**config.mk**
```make
export PLATFORM = sky130hd
export DESIGN_NAME = pulse_seq_bank
export DESIGN_NICKNAME = d
export VERILOG_FILES = /design/src/rtl/pulse_seq_bank.sv
export SDC_FILE = /design/constraint.sdc
export NUM_CORES = 2
export LEC_CHECK = 0
export ABC_AREA = 1
export CORE_MARGIN = 5
export CORE_UTILIZATION = 40
export DETAILED_ROUTE_END_ITERATION = 12
export MAX_ROUTING_LAYER = met4
export PLACE_DENSITY = 0.55
export SETUP_SLACK_MARGIN = 0.15
export SYNTH_ARGS = -nofsm -noshare
export SYNTH_HDL_FRONTEND = slang
export SYNTH_SLANG_ARGS = --single-unit
```
**constraint.sdc**
```tcl
create_clock -name clk -period 3.59 [get_ports clk]
set_input_delay 0.718 -clock clk [delete_from_list [all_inputs] [get_ports clk]]
set_output_delay 0.718 -clock clk [all_outputs]
set_load 0.01 [all_outputs]
```
**src/rtl/pulse_seq_bank.sv**
```systemverilog
// -----------------------------------------------------------------------------
// pulse_seq_bank
//   Bank of CHANNELS independent pulse sequencers sharing one run gate.
//   Each channel is programmed over a byte-wide command bus and, while the
//   gate is open, runs:
//     DELAY -> ACTIVE -> INACTIVE -> ACTIVE ...   (continuous mode)
//     DELAY -> ACTIVE -> DONE                     (one-shot mode)
//   When stopped or disabled, a channel's output rests at its idle level.
//
// Parameters
//   CHANNELS  number of sequencer channels (1..64)
//   COUNT_W   period counter width, multiple of 8 (8..64)
//
// Ports
//   clk      design clock
//   reset_n  asynchronous active-low reset
//   operate  run gate; its rising edge starts all enabled channels
//   cmd_rdy  command byte valid; a byte is consumed on every edge it is high
//   cmd      command byte (header, then little-endian payload)
//   cmd_ack  byte consumed this cycle (always ready, so equals cmd_rdy)
//   out      registered sequencer outputs, one per channel
//   running  channel is in DELAY, ACTIVE or INACTIVE
// -----------------------------------------------------------------------------
module pulse_seq_bank #(
   parameter int CHANNELS = 4,
   parameter int COUNT_W  = 32
) (
   input  logic                clk,
   input  logic                reset_n,
   input  logic                operate,
   input  logic                cmd_rdy,
   input  logic [7:0]          cmd,
   output logic                cmd_ack,
   output logic [CHANNELS-1:0] out,
   output logic [CHANNELS-1:0] running
);

   localparam int NBYTES = COUNT_W / 8;

   typedef enum logic [1:0] {
      REG_CTRL  = 2'd0,
      REG_DELAY = 2'd1,
      REG_HIGH  = 2'd2,
      REG_LOW   = 2'd3
   } reg_sel_e;

   typedef enum logic {
      P_HEADER,
      P_PAYLOAD
   } parse_e;

   typedef enum logic [2:0] {
      S_IDLE,
      S_DELAY,
      S_ACTIVE,
      S_INACTIVE,
      S_DONE
   } seq_e;

   // ---------------------------------------------------------------------------
   // Command parser and per-channel configuration registers
   // ---------------------------------------------------------------------------
   parse_e               parse_q;
   reg_sel_e             sel_q;
   logic [5:0]           chan_q;
   logic [3:0]           byte_q;
   logic [COUNT_W-1:0]   stage_q;
   logic [COUNT_W-1:0]   stage_next;
   logic                 last_byte;

   logic [CHANNELS-1:0]  en_q;
   logic [CHANNELS-1:0]  idle_q;
   logic [CHANNELS-1:0]  one_q;
   logic [COUNT_W-1:0]   delay_q [CHANNELS];
   logic [COUNT_W-1:0]   high_q  [CHANNELS];
   logic [COUNT_W-1:0]   low_q   [CHANNELS];

   logic                 operate_q;
   logic                 t0;

   assign cmd_ack = cmd_rdy;
   assign t0      = operate & ~operate_q;

   // Staging value including the byte on the bus, so the final byte commits
   // in the same edge that accepts it.
   always_comb begin
      // NOTE: every always_comb output gets a default first so no path leaves it
      // unassigned, which would otherwise infer a latch.
      stage_next                = stage_q;
      stage_next[8*byte_q +: 8] = cmd;
      last_byte                 = (sel_q == REG_CTRL) || (byte_q == 4'(NBYTES - 1));
   end

   always_ff @(posedge clk or negedge reset_n) begin
      if (!reset_n) begin
         parse_q   <= P_HEADER;
         sel_q     <= REG_CTRL;
         chan_q    <= '0;
         byte_q    <= '0;
         stage_q   <= '0;
         operate_q <= 1'b0;
         en_q      <= '0;
         idle_q    <= '0;
         one_q     <= '0;
         // NOTE: the configuration arrays are flops, not RAM, and must read as
         // zero after reset, so every entry is cleared here.
         for (int i = 0; i < CHANNELS; i++) begin
            delay_q[i] <= '0;
            high_q[i]  <= '0;
            low_q[i]   <= '0;
         end
      end else begin
         // NOTE: sequential state uses non-blocking assignments so every flop
         // samples pre-edge values; this is what makes a phase load on the
         // commit edge see the old register contents.
         operate_q <= operate;
         if (cmd_rdy) begin
            if (parse_q == P_HEADER) begin
               sel_q   <= reg_sel_e'(cmd[7:6]);
               chan_q  <= cmd[5:0];
               byte_q  <= '0;
               parse_q <= P_PAYLOAD;
            end else if (!last_byte) begin
               stage_q <= stage_next;
               byte_q  <= byte_q + 4'd1;
            end else begin
               parse_q <= P_HEADER;
               // Out-of-range channels match no index and are silently dropped.
               for (int i = 0; i < CHANNELS; i++) begin
                  if (chan_q == 6'(i)) begin
                     unique case (sel_q)
                        REG_CTRL: begin
                           en_q[i]   <= cmd[0];
                           idle_q[i] <= cmd[1];
                           one_q[i]  <= cmd[2];
                        end
                        REG_DELAY: delay_q[i] <= stage_next;
                        REG_HIGH:  high_q[i]  <= stage_next;
                        REG_LOW:   low_q[i]   <= stage_next;
                        default:   ;
                     endcase
                  end
               end
            end
         end
      end
   end

   // ---------------------------------------------------------------------------
   // Per-channel sequencers
   // ---------------------------------------------------------------------------
   for (genvar g = 0; g < CHANNELS; g++) begin : g_ch
      seq_e               state_q;
      logic [COUNT_W-1:0] cnt_q;
      logic               out_q;
      logic [COUNT_W-1:0] high_load;
      logic [COUNT_W-1:0] low_load;

      // A zero period behaves as one cycle: load max(P,1)-1.
      assign high_load = (high_q[g] == '0) ? '0 : high_q[g] - COUNT_W'(1);
      assign low_load  = (low_q[g]  == '0) ? '0 : low_q[g]  - COUNT_W'(1);

      always_ff @(posedge clk or negedge reset_n) begin
         if (!reset_n) begin
            state_q <= S_IDLE;
            cnt_q   <= '0;
            out_q   <= 1'b0;
         end else if (!operate) begin
            state_q <= S_IDLE;
            out_q   <= idle_q[g];
         end else begin
            unique case (state_q)
               S_IDLE: begin
                  out_q <= idle_q[g];
                  if (t0 && en_q[g]) begin
                     state_q <= S_DELAY;
                     cnt_q   <= delay_q[g];
                  end
               end
               S_DELAY: begin
                  if (!en_q[g]) begin
                     state_q <= S_IDLE;
                     out_q   <= idle_q[g];
                  end else if (cnt_q == '0) begin
                     state_q <= S_ACTIVE;
                     out_q   <= ~idle_q[g];
                     cnt_q   <= high_load;
                  end else begin
                     cnt_q <= cnt_q - COUNT_W'(1);
                  end
               end
               S_ACTIVE: begin
                  if (!en_q[g]) begin
                     state_q <= S_IDLE;
                     out_q   <= idle_q[g];
                  end else if (cnt_q == '0) begin
                     state_q <= one_q[g] ? S_DONE : S_INACTIVE;
                     out_q   <= idle_q[g];
                     cnt_q   <= low_load;
                  end else begin
                     cnt_q <= cnt_q - COUNT_W'(1);
                  end
               end
               S_INACTIVE: begin
                  if (!en_q[g]) begin
                     state_q <= S_IDLE;
                     out_q   <= idle_q[g];
                  end else if (cnt_q == '0) begin
                     state_q <= S_ACTIVE;
                     out_q   <= ~idle_q[g];
                     cnt_q   <= high_load;
                  end else begin
                     cnt_q <= cnt_q - COUNT_W'(1);
                  end
               end
               S_DONE: begin
                  out_q <= idle_q[g];
               end
               default: begin
                  state_q <= S_IDLE;
                  out_q   <= idle_q[g];
               end
            endcase
         end
      end

      assign out[g]     = out_q;
      assign running[g] = (state_q == S_DELAY) || (state_q == S_ACTIVE) ||
                          (state_q == S_INACTIVE);
   end

endmodule

```
==> summary.txt <==
Synth
  • Syn nets: 5287
  • Cell taking the most area after synthesis: dfrtp_1
  • Mean Syn Cell Area: 6.927 um2
  • Top_reg_cell synth: dfrtp_1
  • Yosys warning total: 0
  • Count leader, synth: nand2_1
  • Mapped Area: 36360 um2
  • Sequential share of the synthesized area: 40.33%
  • Synth top cells by count: 1512 x nand2_1, 757 x nor2_1, 607 x o21ai_0
  • Synth async-reset ratio: 100.0%
  • Yosys top cell area share: 40.33%
  • Count of different cell masters after synthesis: 53
  • Largest cells by area after synthesis: dfrtp_1 40%, nand2_1 16%, o21ai_0 8.4%
  • Seq cells post-synth: 586
  • Gate Count Post-Synth: 5249
  • Post-synth EDFFs: 0

Timing
  • Post-route setup TNS: 0 ps
  • Rel. slew slack: 24.02%
  • Worst Tran Pin Value: 1139 ps
  • Clock skew: 19.93 ps
  • RSZ-0062 raised after global routing: no
  • Hold Vio Cnt, Final: 0
  • F_max: 316.6 MHz
  • Final Slew Violations: 0
  • Final setup fails: 0
  • Final period util: 87.98%
  • Final hold slack: 8.297 ps
  • Minimum clock period: 3158 ps

Global route
  • Global Route Usage Sum: 28.07%
  • Met3 Usage GRT: 3.409%
  • Global-route wire length before repair: 206.8 mm
  • Initial antenna violation count: 9
  • Grt ovf: 0
  • Largest net degree at the start of global routing: 65
  • Met2 GRT Util: 43.07%
  • Gr busiest metal: met2
  • Met1 usage: 39.74%
  • Vias in the first global route: 32300

Die
  • Initial core utilization: 40.34%
  • CORE AREA: 90150 um2
  • Num rows: 110
  • Die Y: 311.5 um
  • Die area: 97040 um2
  • I/O pin cnt: 21
  • Die X-Extent: 311.5 um

Critical path
  • Element type at the critical path start: flop
  • Reg2Reg Setup Slack: 490 ps
  • Worst r2r src: byte_q[0]
  • Setup CP Type: flop to primary output
  • Reg2Reg Capture Point: delay_q[55]
  • Reg2reg path depth: 12
  • CP Capture Type: primary output
  • CP max FO: 5
  • CP arrival: 2440 ps
  • CP required: 2870 ps

Finish
  • Fin cells: 6506
  • Inserted Diodes: 0
  • Final-layout fill cell count: 9324
  • Area Growth Syn to Fin: 12.35%
  • Share of cells above drive strength 1: 7.186%
  • Final #Nets: 5312
  • Post-route cell area: 40850 um2
  • Final core occ: 45.32%

Drt
  • Final Routed Wirelength: 135.2 mm
  • First-iteration detailed-routing DRC count: 3432
  • Drt drc: 0
  • Antenna Nets Post-Route: 0
  • Routed via count: 34800
  • DR pass1 iterations: 5
  • Detailed-route wire length per cell: 20.78 um
  • Detail-routed via count per cell: 5.349

Placement
  • DP Area: 38410 um2
  • Final weighted congestion in routability-driven placement: 0.9738
  • HPWL Detailed: 100.3 mm
  • Placed insts: 6376
  • # port buffers: 20

Pwr
  • Pwr Density: 765.8 nW/um2
  • LEAKAGE: 20.20 nW
  • Peak supply drop: 0.4418 mV

Clock network
  • Postcts setup bufs: 0
  • Worst-skew pair later-pin latency: 640 ps
  • H-tree Lvls: 3
  • Num CTS Buffers: 72
  • CTS tree: built
  • Clk pin slew, worst setup/hold paths: 60 ps
  • CTS Root Cell: clkbuf_16
  • Clock buffer depth: 3
  • CTS Sinks: 586

Worst hold path
  • Hold Crit Class: input pin to asynchronous set/reset pin

Flow run
  • Max-cap violation count: 0

Status
  • Status: finished clean
-- routing by layer --
layer / vias up / wire [um] / part of all wire, %
met2: 1013 / 60450 / 45
met1: 16570 / 63180 / 47
met5: - / 0 / 0
li1: 17030 / - / -
met4: 0 / 3967 / 2.9
met3: 195 / 7618 / 5.6
-- stage by stage --
stage               worst slack, ps  total power [mW]
CTS                           188.7             31.38
finish                        431.7             31.28
floorplan                      1217             18.02
detailed placement            208.8             23.60
global route                  309.1             33.29
global placement              254.8             23.53
-- where the power goes --
group	switching (mW)	internal [mW]	leakage [nW]	total, mW
Combinational	10.0	4.65	11.1	14.7
Sequential	1.23	7.74	7.86	8.97
Clock	3.11	4.54	1.20	7.65
Total	14.3	16.9	20.2	31.3
-- timing repair --
action | CTS | global route
hold buffers | 0 | 0
setup endpoints to repair | 0 | 1
gates resized for setup | 0 | 1
-- worst max-delay path, stage by stage, from the launching register on --
cell	delay, ps
dfrtp_1	440
nor3_2	550
nor2_2	70
inv_1	180
clkdlybuf4s50_1	580
-- kinds of logic (layout without fill, tap and decap cells) --
group,after synthesis,after routing,share of synthesized area (%)
AND/OR/NAND/NOR,2796,2796,31.36
AO/OA/AOI/OAI,978,978,14.91
buffers and inverters,635,716,6.999
flip-flops,586,586,40.33
XOR/XNOR,227,227,5.488
adder cells (fa/ha/maj),26,26,0.8946
multiplexers,1,1,0.02753
-- worst max-delay path by stage --
stage                                  start                 to  cells past startpoint  slack [ps]
after global placement               operate   g_ch[3].cnt_q[9]                      7         250
after detailed placement             operate  g_ch[3].cnt_q[20]                     10         210
after CTS                 g_ch[0].state_q[1]         running[0]                      5         190
final                     g_ch[1].state_q[2]         running[1]                      4         430
after floorplan                    byte_q[0]           low_q[6]                     12        1220
after global routing               byte_q[0]        delay_q[23]                     12         310
-- layout by cell type, fill, tap and decap left out, drive strengths merged, types with 56 or more instances in the layout --
cell,instances
nand3,314
a21boi,64
clkbuf,104
nor3,58
xor2,171
o21ai,661
dfrtp,586
nor2,769
buf,124
a21oi,150
inv,442
xnor2,56
nand4,73
nand2,1512
-- area by class of cell --
cell class              instances  area [um2]  share of cell area, %
multi-input cells            4028       19310                  47.26
flip-flops and latches        586       14660                  35.90
clock buffers                 104        2158                  5.283
inverters                     443        1663                  4.070
well taps                    1176        1471                  3.602
repair buffers                143        1304                  3.191
clock inverters                26       284.0                 0.6953
-- flip-flops by register name (all words and copies together), names as in the netlist --
name,flops
parse_q,1
high_q,128
operate_q,1
g_ch.out_q,4
idle_q,4
sel_q,2
chan_q,6
byte_q,4
one_q,4
en_q,4
low_q,128
delay_q,128
g_ch.state_q,12
stage_q,32
g_ch.cnt_q,128
Power figures use the tool's default switching activity.
